`config.mk`:
```
export PLATFORM = sky130hd
export DESIGN_NAME = seq_encrypted_lock_flat
export DESIGN_NICKNAME = d
export VERILOG_FILES = /design/src/rtl/seq_encrypted_lock_if.sv /design/src/rtl/seq_encrypted_lock.sv /design/src/flat_wrapper.sv
export SDC_FILE = /design/constraint.sdc
export NUM_CORES = 1
export LEC_CHECK = 0
export BUFFER_PORTS_ARGS = -buffer_cell sky130_fd_sc_hd__buf_2
export CORE_AREA = 2 2 77 94
export CTS_CLUSTER_SIZE = 12
export DETAILED_ROUTE_END_ITERATION = 6
export DIE_AREA = 0 0 79 96
export GPL_TIMING_DRIVEN = 0
export PLACE_DENSITY = 0.83
export REMOVE_ABC_BUFFERS = 1
export SYNTH_ARGS = -nofsm -noshare
export SYNTH_HDL_FRONTEND = slang
export SYNTH_SLANG_ARGS = --single-unit
export TNS_END_PERCENT = 10
```
`constraint.sdc`:
```
create_clock -name clk -period 2.8 [get_ports clk]
set_clock_uncertainty 0.05 [all_clocks]
set_input_delay 0.56 -clock clk [delete_from_list [all_inputs] [get_ports clk]]
set_output_delay 0.56 -clock clk [all_outputs]
set_load 0.02 [all_outputs]
```
`src/rtl/seq_encrypted_lock_if.sv`:
```
`default_nettype none
// ============================================================================
//  Module   : seq_encrypted_lock_if
//  Purpose  : Symbol-entry / status bundle between the keypad front end
//             (master) and the sequential lock core (slave).
//  Revision : 1.0 - initial release
// ============================================================================
interface seq_encrypted_lock_if #(
  parameter int SYM_W    = 6,
  parameter int MAX_FAIL = 3
);
  localparam int c_fc_w = $clog2(MAX_FAIL + 1);

  logic [SYM_W-1:0]  sym_in;
  logic              sym_valid;
  logic              prog_en;
  logic              clear;
  logic              z;
  logic              fail_pulse;
  logic              locked_out;
  logic [c_fc_w-1:0] fail_cnt;
  logic              busy;

  modport master (
    output sym_in, sym_valid, prog_en, clear,
    input  z, fail_pulse, locked_out, fail_cnt, busy
  );

  modport slave (
    input  sym_in, sym_valid, prog_en, clear,
    output z, fail_pulse, locked_out, fail_cnt, busy
  );
endinterface
`default_nettype wire

```
`src/rtl/seq_encrypted_lock.sv`:
```
`default_nettype none
// ============================================================================
//  Module   : seq_encrypted_lock
//  Purpose  : Sequential code lock. Compares a strobed sequence of CODE_LEN
//             symbols against a programmable code, opens for OPEN_CYC cycles
//             on a match, counts consecutive failures and locks out for
//             LOCKOUT_CYC cycles after MAX_FAIL of them.
//  Revision : 1.0 - initial release
// ============================================================================
module seq_encrypted_lock #(
  parameter int                          SYM_W       = 6,
  parameter int                          CODE_LEN    = 4,
  parameter int                          MAX_FAIL    = 3,
  parameter int                          LOCKOUT_CYC = 1000,
  parameter int                          OPEN_CYC    = 50,
  parameter logic [CODE_LEN*SYM_W-1:0]   RST_CODE    = '0
) (
  input  logic                 clk,
  input  logic                 rst,
  seq_encrypted_lock_if.slave  bus
);

  localparam int c_idx_w = (CODE_LEN > 1) ? $clog2(CODE_LEN) : 1;
  localparam int c_fc_w  = $clog2(MAX_FAIL + 1);
  localparam int c_tmax  = (OPEN_CYC > LOCKOUT_CYC) ? OPEN_CYC : LOCKOUT_CYC;
  localparam int c_tmr_w = (c_tmax > 1) ? $clog2(c_tmax) : 1;

  localparam logic [c_idx_w-1:0] c_last_idx  = c_idx_w'(CODE_LEN - 1);
  localparam logic [c_tmr_w-1:0] c_open_load = c_tmr_w'(OPEN_CYC - 1);
  localparam logic [c_tmr_w-1:0] c_lock_load = c_tmr_w'(LOCKOUT_CYC - 1);
  localparam logic [c_fc_w-1:0]  c_max_fail  = c_fc_w'(MAX_FAIL);

  typedef enum logic [2:0] {
    ST_IDLE    = 3'd0,
    ST_ENTRY   = 3'd1,
    ST_OPEN    = 3'd2,
    ST_PROG    = 3'd3,
    ST_LOCKOUT = 3'd4
  } state_t;

  state_t             r_state;
  logic [c_idx_w-1:0] r_idx;
  logic               r_mis;
  logic [SYM_W-1:0]   r_code   [CODE_LEN];
  logic [SYM_W-1:0]   r_shadow [CODE_LEN];
  logic [c_tmr_w-1:0] r_timer;
  logic [c_fc_w-1:0]  r_fail_cnt;
  logic               r_z;
  logic               r_fail_pulse;
  logic               r_locked_out;
  logic               r_busy;

  logic [c_idx_w-1:0] w_idx;
  logic               w_last;
  logic               w_mis;
  logic [c_fc_w-1:0]  w_fail_next;
  logic [SYM_W-1:0]   w_commit [CODE_LEN];

  // Current symbol slot, accumulated mismatch, saturated fail count and the
  // code image that a completing programming sequence will install.
  always_comb begin
    w_idx       = ((r_state == ST_ENTRY) || (r_state == ST_PROG)) ? r_idx : '0;
    w_last      = (w_idx == c_last_idx);
    w_mis       = ((r_state == ST_ENTRY) && r_mis) || (bus.sym_in != r_code[w_idx]);
    w_fail_next = (r_fail_cnt == c_max_fail) ? c_max_fail : r_fail_cnt + 1'b1;
    for (int i = 0; i < CODE_LEN; i++) begin
      w_commit[i] = (c_idx_w'(i) == w_idx) ? bus.sym_in : r_shadow[i];
    end
  end

  // Lock state machine with registered outputs; the code register only ever
  // changes as a whole, from the completed shadow image.
  always_ff @(posedge clk or posedge rst) begin
    if (rst) begin
      r_state      <= ST_IDLE;
      r_idx        <= '0;
      r_mis        <= 1'b0;
      r_timer      <= '0;
      r_fail_cnt   <= '0;
      r_z          <= 1'b0;
      r_fail_pulse <= 1'b0;
      r_locked_out <= 1'b0;
      r_busy       <= 1'b0;
      for (int i = 0; i < CODE_LEN; i++) begin
        r_code[i]   <= RST_CODE[i*SYM_W +: SYM_W];
        r_shadow[i] <= '0;
      end
    end else begin
      r_fail_pulse <= 1'b0;
      case (r_state)
        ST_IDLE, ST_ENTRY: begin
          if (bus.clear) begin
            r_state <= ST_IDLE;
            r_idx   <= '0;
            r_mis   <= 1'b0;
            r_busy  <= 1'b0;
          end else if (bus.sym_valid) begin
            if (w_last) begin
              // Every symbol has been consumed; judge the whole sequence.
              r_idx  <= '0;
              r_mis  <= 1'b0;
              r_busy <= 1'b0;
              if (!w_mis) begin
                r_state    <= ST_OPEN;
                r_z        <= 1'b1;
                r_timer    <= c_open_load;
                r_fail_cnt <= '0;
              end else begin
                r_fail_pulse <= 1'b1;
                r_fail_cnt   <= w_fail_next;
                if (w_fail_next == c_max_fail) begin
                  r_state      <= ST_LOCKOUT;
                  r_locked_out <= 1'b1;
                  r_timer      <= c_lock_load;
                end else begin
                  r_state <= ST_IDLE;
                end
              end
            end else begin
              r_state <= ST_ENTRY;
              r_idx   <= w_idx + 1'b1;
              r_mis   <= w_mis;
              r_busy  <= 1'b1;
            end
          end
        end

        ST_OPEN: begin
          if (bus.clear) begin
            r_state <= ST_IDLE;
            r_z     <= 1'b0;
          end else if (bus.sym_valid && bus.prog_en) begin
            r_z         <= 1'b0;
            r_shadow[0] <= bus.sym_in;
            if (w_last) begin
              r_code  <= w_commit;
              r_state <= ST_IDLE;
            end else begin
              r_state <= ST_PROG;
              r_idx   <= c_idx_w'(1);
              r_busy  <= 1'b1;
            end
          end else if (r_timer == '0) begin
            r_state <= ST_IDLE;
            r_z     <= 1'b0;
          end else begin
            r_timer <= r_timer - 1'b1;
          end
        end

        ST_PROG: begin
          if (bus.clear) begin
            r_state <= ST_IDLE;
            r_idx   <= '0;
            r_busy  <= 1'b0;
          end else if (bus.sym_valid) begin
            r_shadow[r_idx] <= bus.sym_in;
            if (w_last) begin
              r_code  <= w_commit;
              r_state <= ST_IDLE;
              r_idx   <= '0;
              r_busy  <= 1'b0;
            end else begin
              r_idx <= r_idx + 1'b1;
            end
          end
        end

        ST_LOCKOUT: begin
          if (r_timer == '0) begin
            r_state      <= ST_IDLE;
            r_locked_out <= 1'b0;
            r_fail_cnt   <= '0;
          end else begin
            r_timer <= r_timer - 1'b1;
          end
        end

        default: r_state <= ST_IDLE;
      endcase
    end
  end

  assign bus.z          = r_z;
  assign bus.fail_pulse = r_fail_pulse;
  assign bus.locked_out = r_locked_out;
  assign bus.fail_cnt   = r_fail_cnt;
  assign bus.busy       = r_busy;

endmodule
`default_nettype wire

```
`src/flat_wrapper.sv`:
```
// flat-port wrapper written by rule: the top's interface ports become plain ports
module seq_encrypted_lock_flat 
#(
  parameter int                          SYM_W       = 6,
  parameter int                          CODE_LEN    = 4,
  parameter int                          MAX_FAIL    = 3,
  parameter int                          LOCKOUT_CYC = 1000,
  parameter int                          OPEN_CYC    = 50,
  parameter logic [CODE_LEN*SYM_W-1:0]   RST_CODE    = '0
)
  (clk, rst, bus_sym_in, bus_sym_valid, bus_prog_en, bus_clear, bus_z, bus_fail_pulse, bus_locked_out, bus_fail_cnt, bus_busy);
  seq_encrypted_lock_if #(.SYM_W(SYM_W), .MAX_FAIL(MAX_FAIL)) bus_i ();
  input  logic clk;
  input  logic rst;
  input wire logic [$bits(bus_i.sym_in)-1:0] bus_sym_in;
  input wire logic [$bits(bus_i.sym_valid)-1:0] bus_sym_valid;
  input wire logic [$bits(bus_i.prog_en)-1:0] bus_prog_en;
  input wire logic [$bits(bus_i.clear)-1:0] bus_clear;
  output wire logic [$bits(bus_i.z)-1:0] bus_z;
  output wire logic [$bits(bus_i.fail_pulse)-1:0] bus_fail_pulse;
  output wire logic [$bits(bus_i.locked_out)-1:0] bus_locked_out;
  output wire logic [$bits(bus_i.fail_cnt)-1:0] bus_fail_cnt;
  output wire logic [$bits(bus_i.busy)-1:0] bus_busy;
  assign bus_i.sym_in = bus_sym_in;
  assign bus_i.sym_valid = bus_sym_valid;
  assign bus_i.prog_en = bus_prog_en;
  assign bus_i.clear = bus_clear;
  assign bus_z = bus_i.z;
  assign bus_fail_pulse = bus_i.fail_pulse;
  assign bus_locked_out = bus_i.locked_out;
  assign bus_fail_cnt = bus_i.fail_cnt;
  assign bus_busy = bus_i.busy;
  seq_encrypted_lock #(.SYM_W(SYM_W), .CODE_LEN(CODE_LEN), .MAX_FAIL(MAX_FAIL), .LOCKOUT_CYC(LOCKOUT_CYC), .OPEN_CYC(OPEN_CYC), .RST_CODE(RST_CODE)) u_core (.clk(clk), .rst(rst), .bus(bus_i));
endmodule
```
# == Word-level counts from Yosys, hierarchy flattened ==
# Index checks and enable logic that the tools add are counted.
# totals
ff_bits,70
in_bits,11
output_inout_bits,6
wordCells,174
# classes
n_addsub,4
n_lt_le_gt_ge,3
n_eq_ne,29
n_mux,93
n_bitwise,3
n_reduce_logical,25
# op_table
operator,n
24-bit 2-to-1 mux,7
10-bit 2-to-1 mux,8
6-bit 2-to-1 mux,9
24-bit one-hot mux with 2 select lines,1
2-bit 2-to-1 mux,17
3-bit 2-to-1 mux,11
10-bit one-hot mux with 3 select lines,1
1-bit 2-to-1 mux,29
24-bit bitwise mux,1
7-bit AND reduction,3
2-bit != test (second input constant),8
6-bit binary-select mux with 2-bit select,1
6-bit demux with 2-bit select,1
3-bit one-hot mux with 4 select lines,1
6-bit one-hot mux with 2 select lines,1
6-bit AND reduction,2
10-bit logical NOT,1
2-bit by 1-bit != test with 1-bit output (second input constant),5
5-bit AND reduction,2
10-bit by 1-bit subtractor with 10-bit output (second input constant),1
3-bit != test (second input constant),3
2-bit nonzero test,4
2-bit by 1-bit adder with 2-bit output (second input constant),3
2-bit equality test (second input constant),3
other kinds (24),34

# == Depth between registers and ports, before layout ==
# Gate-level depths: netlist of run 1.
# depth
depth_word,14
ltp_mapped,12
ltp_nobuf,11

# == Worst setup path after synthesis of run 1 ==
# Ideal clock, no wire load.
# synth_path
kind,reg-to-reg
start,register u_core.r_timer[0]
end,register u_core.r_timer[1]
setup_time_ns,0.125
arrival_ns,2.436
required_time_ns,2.625
slack_ns,0.189
stages_incl_launch_ff,10
path_buffers,1
period_less_slack_ns,2.611
cell_sequence,dfrtp_1 -> inv_1 -> ha_1 -> nor4b_1 -> nand3b_1 -> nor2b_1 -> or2_2 -> o31a_1 -> buf_6 -> mux2_4
# synth_via
elab_chain_len,5
word_cells_on_any_way,6
cone_classes,1 x add/sub; 4 x mux; 1 x reduce/logical
# synth_lines
item,line,source
from (decl),seq_encrypted_lock.sv:46,logic [c_tmr_w-1:0] r_timer;
from (signal assigned),seq_encrypted_lock.sv:106,r_timer <= c_open_load;
from (signal assigned),seq_encrypted_lock.sv:114,r_timer <= c_lock_load;
from (signal assigned),seq_encrypted_lock.sv:147,r_timer <= r_timer - 1'b1;
10-bit by 1-bit subtractor with 10-bit output / 10-bit logical NOT (equally long branches),-,
10-bit 2-to-1 mux *,"seq_encrypted_lock.sv:143, seq_encrypted_lock.sv:170",
10-bit 2-to-1 mux,seq_encrypted_lock.sv:132,end else if (bus.sym_valid && bus.prog_en) begin
10-bit 2-to-1 mux,seq_encrypted_lock.sv:129,if (bus.clear) begin
10-bit one-hot mux with 3 select lines *,seq_encrypted_lock.sv:90,case (r_state)
# Mark *: on every way between the ends. The rest lies on a longest branch, timed or not. The select of a mux whose other input is x is not followed.
# A chain may end at the register's enable or synchronous reset.

# == Worst setup path in the final report of run 1 ==
# layout_path
start,register u_core.r_state[0]
end,register u_core.r_timer[9]
# layout_via
elab_chain_len,14
word_cells_on_any_way,29
cone_classes,12 x eq/ne; 9 x mux; 1 x bitwise; 7 x reduce/logical
# layout_lines
item,line,source
from (decl),seq_encrypted_lock.sv:41,state_t r_state;
from (signal assigned),seq_encrypted_lock.sv:75,r_state <= ST_IDLE;
from (signal assigned),seq_encrypted_lock.sv:93,r_state <= ST_IDLE;
from (signal assigned),seq_encrypted_lock.sv:104,r_state <= ST_OPEN;
3-bit by 1-bit equality test with 1-bit output / 3-bit by 2-bit equality test with 1-bit output (equally long branches),"seq_encrypted_lock.sv:62, seq_encrypted_lock.sv:64, seq_encrypted_lock.sv:90",
1-bit logical OR,seq_encrypted_lock.sv:62,w_idx = ((r_state == ST_ENTRY) || (r_state == ST_PROG)) ? r_idx : '0;
2-bit 2-to-1 mux,seq_encrypted_lock.sv:62,
2-bit inverter with 3-bit output (implied by the code),seq_encrypted_lock.sv:64,w_mis = ((r_state == ST_ENTRY) && r_mis) || (bus.sym_in != r_code[w_idx]);
6-bit binary-select mux with 2-bit select,seq_encrypted_lock.sv:64,
6-bit 2-to-1 mux (implied by the code) (2 in series),seq_encrypted_lock.sv:64,
6-bit != test,seq_encrypted_lock.sv:64,
1-bit logical OR,seq_encrypted_lock.sv:64,
10-bit 2-to-1 mux,seq_encrypted_lock.sv:103,if (!w_mis) begin
10-bit 2-to-1 mux,seq_encrypted_lock.sv:98,if (w_last) begin
10-bit 2-to-1 mux,seq_encrypted_lock.sv:97,end else if (bus.sym_valid) begin
10-bit 2-to-1 mux,seq_encrypted_lock.sv:92,if (bus.clear) begin
10-bit one-hot mux with 3 select lines,seq_encrypted_lock.sv:90,
# Several ways; a longest one is shown, not always the timed one. The select of a mux whose other input is x is not followed.

==> results of run 1 <==
-- worst max-delay path, stage by stage (launching register included) --
cell      delay (ns)
dfrtp_2         0.52
nor2b_4         0.18
and2_4          0.19
inv_4           0.13
a211oi_2        0.07
or4_1           0.50
nand4_1         0.19
nor4_4          0.09
buf_6           0.17
or4_1           0.42
o211a_1         0.15
-- layout by cell type, fill, tap and decap left out, drive strengths merged, types with 2 or more instances in the layout --
| cell | instances |
|---|---|
| o22ai | 3 |
| and2 | 5 |
| nand3b | 2 |
| clkbuf | 13 |
| a211oi | 3 |
| a31oi | 4 |
| mux2 | 24 |
| or3 | 3 |
| mux2i | 20 |
| nand3 | 5 |
| nor2 | 46 |
| inv | 15 |
| nand2b | 7 |
| nor3b | 2 |
| and3 | 2 |
| nand2 | 29 |
| nor3 | 7 |
| a32o | 2 |
| or4 | 3 |
| nor2b | 3 |
| o31ai | 3 |
| o31a | 2 |
| a21oi | 39 |
| o21ai | 16 |
| or2 | 3 |
| buf | 28 |
| a21o | 3 |
| a31o | 2 |
| o2bb2ai | 2 |
| nor4 | 2 |
| ha | 8 |
| xor2 | 2 |
| dfrtp | 64 |
-- cell families (layout without fill, tap and decap cells) --
kind of cell             Yosys count  in the layout  synth area share
flip-flops                        64             64            0.4480
adder cells (fa/ha/maj)            8              8           0.02800
buffers and inverters             39             58           0.04830
AO/OA/AOI/OAI                     94             94            0.1687
AND/OR/NAND/NOR                  123            123            0.1694
multiplexers                      44             44            0.1327
XOR/XNOR                           2              2          0.004901
-- state kept, by name (all words and copies together), names as in the netlist, 2 cells and up --
register and count:
u_core.r_state 3, u_core.r_code 24, u_core.r_idx 2, u_core.r_shadow 18, u_core.r_timer 10, u_core.bus.fail_cnt 2
-- path summary, 6_finish.rpt --
kind / from / to / depth (start not counted)
max: u_core.r_state[0] / u_core.r_timer[9] / 10
min: rst / u_core.r_timer[8] / 2
max reg2reg: u_core.r_state[0] / u_core.r_timer[9] / 10
min reg2reg: u_core.r_shadow[14] / u_core.r_shadow[14] / 2
max in group asynchronous: rst / u_core.r_shadow[15] / 3
min in group clk: u_core.r_shadow[14] / u_core.r_shadow[14] / 2
-- through the flow --
step	setup slack [ns]	TNS [ns]
floorplan	-1.626	-36.38
global placement	-3.038	-94.98
detailed placement	-1.282	-30.84
CTS	0.01901	0
global route	-0.04264	-0.1018
finish	0.04808	0
-- layer usage --
metal,share of wire,up-vias
li1,-,1358
met1,0.42,1437
met2,0.50,88
met3,0.046,25
met4,0.026,0
met5,0,-
-- power groups by stage --
stage | registers (mW) | logic [mW] | clock network [mW]
global route | 1.04 | 0.383 | 0.814
detailed placement | 1.04 | 0.321 | 0
floorplan | 1.03 | 0.224 | 0
global placement | 1.04 | 0.307 | 0
CTS | 1.03 | 0.340 | 0.773
finish | 1.03 | 0.348 | 0.753
-- layout make-up --
class,count,share of cell area
clock inverter,2,0.003108
timing repair buffer,28,0.04817
inverter,15,0.01461
clock buffer,13,0.04444
tap,87,0.02704
sequential,64,0.3987
multi-input combinational,271,0.4640
-- timing repair --
item,CTS,global route
gates cloned,0,0
buffers inserted,7,2
endpoints found under the setup margin,42,39
pin swaps,2,4
gates resized for setup,8,10
==> impl_metrics.json, run 1 <==
{
  "multi_input_area_mm2": 0.001868,
  "drive_above_1_share": 0.2290,
  "slew_headroom": 0.5602,
  "n_antenna_cell": 0,
  "fp.dieW_um": 79,
  "htreeDepth": 3,
  "numPortBuffers": 16,
  "synth.avg_cell_area_um2": 9.558,
  "top_usage_layer": "met2",
  "cts_made_buffers": 9,
  "hold_ws_ns": 0.1982,
  "clock-sinks": 64,
  "fillCellCount": 602,
  "vias_per_cell": 6.058,
  "met1_usage": 0.2904,
  "yosysWarnings": 0,
  "peakVddDrop_v": 0.0003368,
  "place_area_mm2": 0.003697,
  "hold_buffers": 0,
  "setup_violations": 0,
  "fin_total_pwr_mw": 2.130,
  "ys_types": 64,
  "ys.flop_type": "dfrtp_1",
  "crit_fanout": 17,
  "cts_tree": "done",
  "yosys-top-cells-area": "dfrtp_1, mux2_2, mux2i_1, a21oi_1, nor2_1",
  "yosys-top-cells-count": "dfrtp_1, nor2_1, a21oi_1",
  "grt_use_total": 0.2425,
  "synth-seq-cells": 64,
  "synthToLayoutAreaGrowth_pct": 12.64,
  "p_sw_mw": 0.6119,
  "fp.dieH_um": 96,
  "seq_area_mm2": 0.001605,
  "netlist_area_mm2": 0.003575,
  "path_clk_slew_ns": 0.07,
  "ant_nets": 0,
  "hold_class": "in2async",
  "dr.first_iter.drc_count": 228,
  "synth_top_area_share": 0.4480,
  "grt_overflow_total": 0,
  "stdcell_area_mm2": 0.004026,
  "met3_usage": 0.05722,
  "start_util": 0.5344,
  "cap_violations": 0,
  "grt_pass1_vias": 2940,
  "dp_hpwl_um": 5464,
  "hold_viol": 0,
  "worstPathRequired_ns": 2.98,
  "synth_top_cell_by_area": "dfrtp_1",
  "p_sw_frac": 0.2872,
  "max_slew.worst_pin.slew_ns": 0.6547,
  "worst_skew_pair.late_latency_ns": 0.34,
  "yosysMostFrequentCell": "dfrtp_1",
  "p_int_mw": 1.518,
  "r2r_slack_ns": 0.05,
  "clockBufferDepth": 2,
  "rsz0062_at_grt": "yes",
  "place_inst": 456,
  "use_met2": 0.4195,
  "drt_first_pass_iters": 5,
  "end_kind": "register",
  "leakage_nw": 1.908,
  "finalCritPeriodShare": 0.9828,
  "core-area_mm2": 0.006689,
  "grt_pass1_wl_um": 14150,
  "gp_congestion": 0.8792,
  "finish.utilization": 0.6019,
  "synth_edf_count": 0,
  "routedWlPerCell_um": 17.46,
  "die_area_mm2": 0.007584,
  "comb_power_share": 0.163,
  "outcome": "completed",
  "synth_cells": 374,
  "stdcell_count": 480,
  "root_buffer": "clkbuf_8",
  "power_density_mw_per_mm2": 529.1,
  "pwr-share-seq": 0.483,
  "p_clk_frac": 0.354,
  "max_freq_mhz": 363.4,
  "grt_max_degree": 44,
  "drc": 0,
  "antenna_found_initial": 0,
  "maxSlewViolCount": 0,
  "async_reset_ff_frac": 1.000,
  "ios": 17,
  "critical_path.startpoint_type": "register",
  "critPathKind": "reg2reg",
  "arrival_ns": 2.93,
  "fin_crit_ns": 2.752,
  "fin_nets": 408,
  "row_count": 33,
  "yosysSeqAreaShare": 0.4480,
  "wl_um": 8382,
  "vias": 2908
}
No activity file was read; power rests on OpenSTA's default activity.
==> run 2: changes to the inputs <==
--- a/config.mk
+++ b/config.mk
@@ -6,12 +6,12 @@
 export NUM_CORES = 1
 export LEC_CHECK = 0
 export BUFFER_PORTS_ARGS = -buffer_cell sky130_fd_sc_hd__buf_2
-export CORE_AREA = 2 2 77 94
+export CORE_AREA = 2 2 90 109
 export CTS_CLUSTER_SIZE = 12
 export DETAILED_ROUTE_END_ITERATION = 6
-export DIE_AREA = 0 0 79 96
+export DIE_AREA = 0 0 92 111
 export GPL_TIMING_DRIVEN = 0
-export PLACE_DENSITY = 0.83
+export PLACE_DENSITY = 0.66
 export REMOVE_ABC_BUFFERS = 1
 export SYNTH_ARGS = -nofsm -noshare
 export SYNTH_HDL_FRONTEND = slang
==> run 2 against run 1 <==
Net effect:
- power is 23% higher
- via count is 1.1% lower
- sequential cell count unchanged
- critical path type unchanged
- non-clock buffer count up 7
- sequential share of layout area fell by 2.0 points
- critical endpoint is now u_core.r_timer[1]
- final area grew 5.4%
- final cell count is 9.2% higher
- combinational power up 8.9%
- first-iteration DRC count down 8.8%
- largest cell class unchanged
- clock power grew 61%
- sequential power is essentially flat
- critical path depth is 1 lower
==> impl_metrics.json, run 2 (synthesized netlist as in run 1, its figures left out) <==
{
  "max_stage_delay_ns": 0.46,
  "worst_slack_ns": 0.1635,
  "n_antenna_cell": 0,
  "clockBufferDepth": 2,
  "grt_use_total": 0.1727,
  "power_density_mw_per_mm2": 616.5,
  "fin_total_pwr_mw": 2.616,
  "grt_pass1_vias": 2886,
  "vias": 2876,
  "p_sw_frac": 0.2610,
  "drive_above_1_share": 0.2369,
  "crit_family": "simple AND/OR/NAND/NOR gates",
  "leakage_nw": 1.998,
  "pwr-share-seq": 0.392,
  "cts_made_buffers": 9,
  "hold_ws_ns": 0.2661,
  "gp_congestion": 0.8436,
  "end_kind": "register",
  "hold_viol": 0,
  "max_freq_mhz": 379.3,
  "cts_tree": "done",
  "core-area_mm2": 0.009271,
  "row_count": 39,
  "finish.utilization": 0.4578,
  "crit_fanout": 8,
  "peakVddDrop_v": 0.0004115,
  "die_area_mm2": 0.01021,
  "routedWlPerCell_um": 16.13,
  "root_buffer": "clkbuf_16",
  "drc": 0,
  "clock-sinks": 64,
  "p_int_mw": 1.934,
  "largest_reg_flops": 24,
  "pre_cts_ws_ns": -1.291,
  "grt_overflow_total": 0,
  "critical_path.startpoint_type": "register",
  "critPathKind": "reg2reg",
  "start_util": 0.3856,
  "wl_um": 8451,
  "synthToLayoutAreaGrowth_pct": 18.73,
  "layout_commonest_cell": "dfrtp_1",
  "multi_input_area_mm2": 0.001854,
  "p_sw_mw": 0.6827,
  "fp.dieW_um": 92,
  "reg_top3": "u_core.r_code (24), u_core.r_shadow (18), u_core.r_timer (10)",
  "critical_path_buf_inv_count": 1,
  "worst_skew_pair.late_latency_ns": 0.33,
  "vias_per_cell": 5.489,
  "ant_nets": 0,
  "seq_area_mm2": 0.001605,
  "fp.dieH_um": 111,
  "hold_class": "in2async",
  "p_clk_frac": 0.463,
  "fin_nets": 415,
  "worstPathRequired_ns": 2.96,
  "top_register": "u_core.r_code",
  "grt_pass1_wl_um": 14120,
  "max_slew.worst_pin.slew_ns": 0.6708,
  "outcome": "completed",
  "comb_power_share": 0.145,
  "mostFrequentLayoutCells": "dfrtp_1, nor2_1, a21oi_1",
  "maxSlewViolCount": 0,
  "fin_crit_ns": 2.637,
  "ios": 17,
  "drt_first_pass_iters": 5,
  "rsz0062_at_grt": "yes",
  "finalCritPeriodShare": 0.9416,
  "slew_headroom": 0.5493,
  "setup_violations": 0,
  "grt_max_degree": 37,
  "dr.first_iter.drc_count": 208,
  "cap_violations": 0,
  "antenna_found_initial": 0,
  "dp_hpwl_um": 5473,
  "numPortBuffers": 16,
  "hold_buffers": 0,
  "path_clk_slew_ns": 0.05,
  "path_cells": "inv_2, nor2_1, and2_1, ha_1, nand3_1, nor2_2, or2_2, o31a_1, mux2_4",
  "arrival_ns": 2.80,
  "slowest_stage": "dfrtp_2",
  "fillCellCount": 884,
  "htreeDepth": 3
}
==> run 2: cell count changes in the layout (fill, tap and decap cells not counted), moves of 2 or more <==
cell	delta
buf_4	+6
bufinv_16	+2
clkbuf_16	+9
clkbuf_8	-12
==> run 2: metrics by stage <==
stage	instances	area (um^2)	TNS, ns
floorplan	350	3461	-36.38
global placement	489	3695	-105.44
detailed placement	493	3754	-26.30
CTS	514	4158	0
global route	524	4244	-0.1201
finish	524	4244	0
==> run 2: repair_timing <==
item                       in CTS  in global routing
pin swaps                       3                  3
setup endpoints to repair      42                 19
resized for setup              12                  2
setup buffers                   5                 10
==> run 2: layer usage <==
metal | vias to the layer above | global-route usage | wire length (um)
met3 | 14 | 0.03535 | 332
li1 | 1371 | - | -
met4 | 0 | 0.05871 | 131
met1 | 1418 | 0.2155 | 3687
met5 | - | 0 | 0
met2 | 73 | 0.2966 | 4300
==> run 2: cell type report <==
class	count	area share
multi-input cells	271	0.4369
flip-flops and latches	64	0.3782
repair buffers	35	0.05896
clock buffers	11	0.05719
well taps	123	0.03626
clock inverters	5	0.01857
inverters	15	0.01386
==> run 2: power by group through the flow <==
stage	registers [mW]	clock network [mW]	logic (mW)
after floorplan	1.03	0	0.224
after global placement	1.04	0	0.311
after detailed placement	1.04	0	0.321
after CTS	1.03	1.23	0.340
after global routing	1.03	1.28	0.420
final	1.03	1.21	0.379
==> run 2: worst paths after layout <==
path                                endpoint       startpoint  depth (start not counted)  slack, ns
setup / recovery           u_core.r_timer[1]  u_core.r_idx[0]                          9       0.16
hold / removal             u_core.r_timer[3]              rst                          2       0.27
setup reg to reg           u_core.r_timer[1]  u_core.r_idx[0]                          9       0.16
hold reg to reg              u_core.bus.busy  u_core.bus.busy                          2       0.42
max in group asynchronous  u_core.r_state[0]              rst                          3       1.80
min in group clk             u_core.bus.busy  u_core.bus.busy                          2       0.42
==> run 2: worst reg2reg max path: cells and delay by family (launching register included) <==
family	cells	cell delay [ns]
AND/OR/NAND/NOR	5	1.04
flip-flops	1	0.46
multiplexers	1	0.32
AO/OA/AOI/OAI	1	0.28
adder cells (fa/ha/maj)	1	0.25
buffers and inverters	1	0.13
